$ cat src/rtl/synapse_table.sv
`default_nettype none
// ============================================================================
// Module   : synapse_table
// Purpose  : Per-neuron synapse weight store with overwrite/saturating-delta
//            STDP writes and a one-entry-per-cycle clear sweep.
//            Optional build macro SYNAPSE_WEIGHT_DECAY_EN adds a decay sweep.
// Revision : 1.0 - initial release
// ============================================================================
module synapse_table #(
  parameter int NEURON_W    = 7,
  parameter int WEIGHT_W    = 8,
  parameter int DELTA_W     = 4,
  parameter int INIT_WEIGHT = 0
) (
  input  logic                clk,
  input  logic                rst,
  input  logic                kill,
  input  logic [NEURON_W-1:0] neuron_number,
  input  logic                R_EN,
  input  logic                W_EN,
  input  logic                w_mode,
  input  logic [WEIGHT_W-1:0] weight,
  input  logic [DELTA_W-1:0]  delta,
`ifdef SYNAPSE_WEIGHT_DECAY_EN
  input  logic                decay_req,
`endif
  output logic [WEIGHT_W-1:0] out_weight,
  output logic                out_valid,
  output logic                busy
);

  localparam int DEPTH = 2**NEURON_W;
  localparam int SUM_W = WEIGHT_W + 2;

  localparam logic [1:0] S_SWEEP = 2'd0;
  localparam logic [1:0] S_IDLE  = 2'd1;
`ifdef SYNAPSE_WEIGHT_DECAY_EN
  localparam logic [1:0] S_DECAY = 2'd2;
`endif

  localparam logic [NEURON_W-1:0] C_LAST = NEURON_W'(DEPTH - 1);
  localparam logic [WEIGHT_W-1:0] C_INIT = WEIGHT_W'(INIT_WEIGHT);
  localparam logic [WEIGHT_W-1:0] C_MAX  = {WEIGHT_W{1'b1}};

  logic [1:0]          r_state, w_state_nxt;
  logic [NEURON_W-1:0] r_idx, w_idx_nxt;
  logic                r_busy;
  logic [WEIGHT_W-1:0] r_mem [DEPTH];

  logic                w_we;
  logic                w_rd_acc;
  logic [NEURON_W-1:0] w_addr;
  logic [WEIGHT_W-1:0] w_wdata;
  logic [WEIGHT_W-1:0] w_cur;
  logic [WEIGHT_W-1:0] w_sat;
  logic signed [SUM_W-1:0] w_cur_ext, w_delta_ext, w_sum;

  assign w_cur       = r_mem[w_addr];
  assign w_cur_ext   = {2'b00, w_cur};
  assign w_delta_ext = {{(SUM_W-DELTA_W){delta[DELTA_W-1]}}, delta};
  assign w_sum       = w_cur_ext + w_delta_ext;

  // Negative sums clamp to 0, sums past the weight range clamp to all-ones.
  always_comb begin
    w_sat = w_sum[WEIGHT_W-1:0];
    if (w_sum[SUM_W-1])
      w_sat = '0;
    else if (w_sum[WEIGHT_W])
      w_sat = C_MAX;
  end

  always_ff @(posedge clk or negedge rst) begin
    if (!rst) begin
      r_state <= S_SWEEP;
      r_idx   <= '0;
      r_busy  <= 1'b1;
    end else begin
      r_state <= w_state_nxt;
      r_idx   <= w_idx_nxt;
      r_busy  <= (w_state_nxt != S_IDLE);
    end
  end

  always_comb begin
    w_state_nxt = r_state;
    w_idx_nxt   = r_idx;
    if (kill) begin
      w_state_nxt = S_SWEEP;
      w_idx_nxt   = '0;
    end else begin
      case (r_state)
        S_SWEEP: begin
          w_idx_nxt = r_idx + 1'b1;
          if (r_idx == C_LAST)
            w_state_nxt = S_IDLE;
        end
`ifdef SYNAPSE_WEIGHT_DECAY_EN
        S_DECAY: begin
          w_idx_nxt = r_idx + 1'b1;
          if (r_idx == C_LAST)
            w_state_nxt = S_IDLE;
        end
        S_IDLE: begin
          if (decay_req) begin
            w_state_nxt = S_DECAY;
            w_idx_nxt   = '0;
          end
        end
`endif
        default: ;
      endcase
    end
  end

  always_comb begin
    w_we     = 1'b0;
    w_rd_acc = 1'b0;
    w_addr   = neuron_number;
    w_wdata  = weight;
    if (!kill) begin
      case (r_state)
        S_SWEEP: begin
          w_we    = 1'b1;
          w_addr  = r_idx;
          w_wdata = C_INIT;
        end
        S_IDLE: begin
`ifdef SYNAPSE_WEIGHT_DECAY_EN
          if (!decay_req) begin
`else
          begin
`endif
            if (R_EN && !W_EN)
              w_rd_acc = 1'b1;
            if (W_EN && !R_EN) begin
              w_we    = 1'b1;
              w_wdata = w_mode ? w_sat : weight;
            end
          end
        end
`ifdef SYNAPSE_WEIGHT_DECAY_EN
        S_DECAY: begin
          w_we    = 1'b1;
          w_addr  = r_idx;
          w_wdata = (w_cur == '0) ? '0 : w_cur - WEIGHT_W'(1);
        end
`endif
        default: ;
      endcase
    end
  end

  // Weight array deliberately has no reset; the sweep defines its contents.
  always_ff @(posedge clk) begin
    if (w_we)
      r_mem[w_addr] <= w_wdata;
  end

  always_ff @(posedge clk or negedge rst) begin
    if (!rst) begin
      out_weight <= '0;
      out_valid  <= 1'b0;
    end else begin
      out_valid <= w_rd_acc;
      if (w_rd_acc)
        out_weight <= w_cur;
    end
  end

  assign busy = r_busy;

endmodule
`default_nettype wire

$ cat config.mk
export PLATFORM = sky130hd
export DESIGN_NAME = synapse_table
export DESIGN_NICKNAME = d
export VERILOG_FILES = /design/src/rtl/synapse_table.sv
export SDC_FILE = /design/constraint.sdc
export NUM_CORES = 1
export LEC_CHECK = 0
export CAP_MARGIN = 25
export CORE_ASPECT_RATIO = 1.75
export CORE_UTILIZATION = 45
export DETAILED_ROUTE_END_ITERATION = 7
export SLEW_MARGIN = 5
export SYNTH_ARGS = -nofsm -noshare
export SYNTH_HDL_FRONTEND = slang
export SYNTH_SLANG_ARGS = --single-unit
export TNS_END_PERCENT = 100
$ cat constraint.sdc
create_clock -name clk -period 12.02 [get_ports clk]
set_input_delay 2.404 -clock clk [delete_from_list [all_inputs] [get_ports clk]]
set_output_delay 2.404 -clock clk [all_outputs]
set_load 0.02 [all_outputs]
==> results_dict.tcl <==
set metrics [dict create \
    reg2reg_slack_ps 3740 \
    met1_length_um 44600 \
    yosysTopAreaCell "edfxtp_1" \
    dr.pass1.iters 6 \
    num-nets-final 2865 \
    synth_async_sr_flop_share_pct 1.82 \
    slew_viol_final 0 \
    routed.top_layer "met4" \
    netlist_top_cells_area "edfxtp_1, mux2i_1, a211oi_1, o21ai_0, nand3_1" \
    yosys.cell_count.top_type "edfxtp_1" \
    cts_tree "built" \
    worst_ep_required_time_ps 12500 \
    die_w_um 235 \
    fillers 7732 \
    cts_resized 0 \
    dieArea_um2 96700 \
    layout-drive-gt1-share_pct 12.3 \
    ant_nets 0 \
    clock_latency_ps 700 \
    grt_max_degree 140 \
    vias 26000 \
    ir_worst_vdd_uv 106 \
    core.rowCount 149 \
    crit_path_start_kind "primary input" \
    wirelength_um 124000 \
    clockRootBuffer "clkbuf_16" \
    cp_max_fo 54 \
    dpl_cell_area_um2 45100 \
    synth_area_um2 42900 \
    hpwl_um 76900 \
    track_usage_pct 25.5 \
    ys_ff_latch 1043 \
    p_per_area_nw_per_um2 157 \
    post_cts_buffers 0 \
    fin_crit_ps 10250 \
    setup_viol 0 \
    antenna_found_initial 0 \
    viasPerCell 6.32 \
    ctsHtreeMaxLevel 3 \
    grt_setup_unrepaired "false" \
    met3RoutedLength_um 8820 \
    syn_nets 2845 \
    drv_cap 0 \
    multi_input_area_um2 10900 \
    tightest_slew_ps 1160 \
    synth.avg_cell_area_um2 15.3 \
    netlist_instances 2809 \
    core-area_um2 94300 \
    cp.arrival_ps 10740 \
    avgRoutedWirePerCell_um 30.1 \
    synth_top_area_share_pct 71.6 \
    status "complete, no violations" \
    met2_length_um 63700 \
    drc 0 \
    utilization_pct 50.9 \
    cts.clk_slew.worst_paths_ps 70 \
    hold_violations 0 \
    io_pins 35 \
    port_buffers 34 \
    p_leak_nw 15.2 \
    skew_ps 29.6 \
    routabilityCongestion 0.892 \
    dp.cells 3935 \
    fin_area_um2 48100 \
    tns_ps 0 \
    syn2layout_area_growth_pct 11.9 \
    cts-hold-fix-buffers 0 \
    yosysWarnings 0 \
    hold_class "reg -> reg" \
    grt_pass1_vias 25800 \
    whs_ps 527 \
    start_util_pct 45.5 \
    ys_seq_area_share_pct 72.7 \
    cts.sinks 1043 \
    ys_top_cells_by_count "edfxtp_1, mux2i_1, o21ai_0, nand3_1, a211oi_1" \
    ff_latch_area_um2 31200 \
    timing.slew.headroom_pct 20.9 \
    grt_pass1_wl_um 180000 \
    numCtsBuffers 89 \
    synth_enable_flop_cells 1024 \
    diodes 0 \
    fmax_mhz 97.5 \
    yosysUniqueCellTypes 53 \
    synth-main-ff-cell "edfxtp_1" \
    dieHeight_um 411 \
    path_class "in -> reg" \
    cts_buffer_depth 3 \
    gr-total-overflow 0 \
    min_period_over_period_pct 85.3 \
    critPathCaptureType "flip-flop" \
    drt-initial-drc-count 3105 \
    final_cells 4108 \
]
## where the power goes
group          internal (W)  switching, W
combinational      0.000200      0.000456
clock               0.00157       0.00132
sequential          0.00400    0.00000504
## cell usage in the layout (no fill, tap or decap), types with 7 or more instances in the layout
master and n:
buf_6 9, a2111oi_2 9, buf_4 86, o22ai_1 16, buf_12 21, a31oi_1 49, ha_1 10, nand3_1 195
clkinv_1 22, nand2_1 110, xor2_1 7, edfxtp_1 1024, clkdlybuf4s50_1 34, mux2_2 73, a211oi_1 189, mux2i_1 236
or4b_1 16, o31ai_4 9, o21ai_0 196, bufinv_16 9, clkbuf_16 90, clkinv_2 15, a2111oi_0 69, dfrtp_1 18
clkbuf_1 16, nor2_1 154, a21oi_1 39, o22a_1 96
## critical path, cell delays in order
cell,delay (ps)
clkdlybuf4s50_1,770
or4b_4,710
nand2_8,500
buf_4,400
mux2_2,380
a2111oi_0,490
a31oi_1,340
a2111oi_0,1020
buf_4,280
mux2i_1,170
ha_1,350
a21o_1,160
a21oi_1,220
nor2b_1,70
o21a_1,190
o41a_1,350
a21oi_1,260
xnor2_2,320
o31ai_4,930
buf_12,310
## path summary, 6_finish.rpt
check                                end  cells past startpoint     startpoint
max in group asynchronous           busy                      2            rst
min in group asynchronous  out_weight[7]                      1            rst
min reg2reg                out_weight[5]                      1  out_weight[5]
max reg2reg                r_mem[116][1]                     19     r_state[0]
max                        r_mem[116][1]                     20           kill
min                        out_weight[5]                      1  out_weight[5]
## kinds of logic after synthesis
family	synth area share (%)
compound gates	11.1
fa+ha+maj	0.338
simple gates	5.59
flops	72.7
buf+inv	2.40
xor+xnor	0.265
mux	7.54
## registers in the layout, summed over array words and instances, names as in the netlist
register,count
r_state,2
busy,1
out_valid,1
r_mem,1024
r_idx,7
out_weight,8
## layout make-up
cell class | count | share of cell area [%]
flip-flops and latches | 1043 | 65.0
multi-input cells | 1537 | 22.6
clock buffers | 106 | 4.81
repair buffers | 153 | 3.25
well taps | 1208 | 3.14
clock inverters | 56 | 1.14
inverters | 5 | 0.0391
## metrics by stage
stage                     total power [W]  setup WS (ps)
after floorplan                   0.00448            875
after global placement            0.00473           1300
after detailed placement          0.00474           1020
after CTS                         0.00759           1720
after global routing              0.00774           1460
final                             0.00755           1770
## routing by layer
layer,vias up,global-route usage [%]
met5,-,0
met3,264,4.31
met4,0,13.2
met1,13300,30.1
met2,1211,44.7
li1,11200,-
No activity file was read; power rests on OpenSTA's default activity.
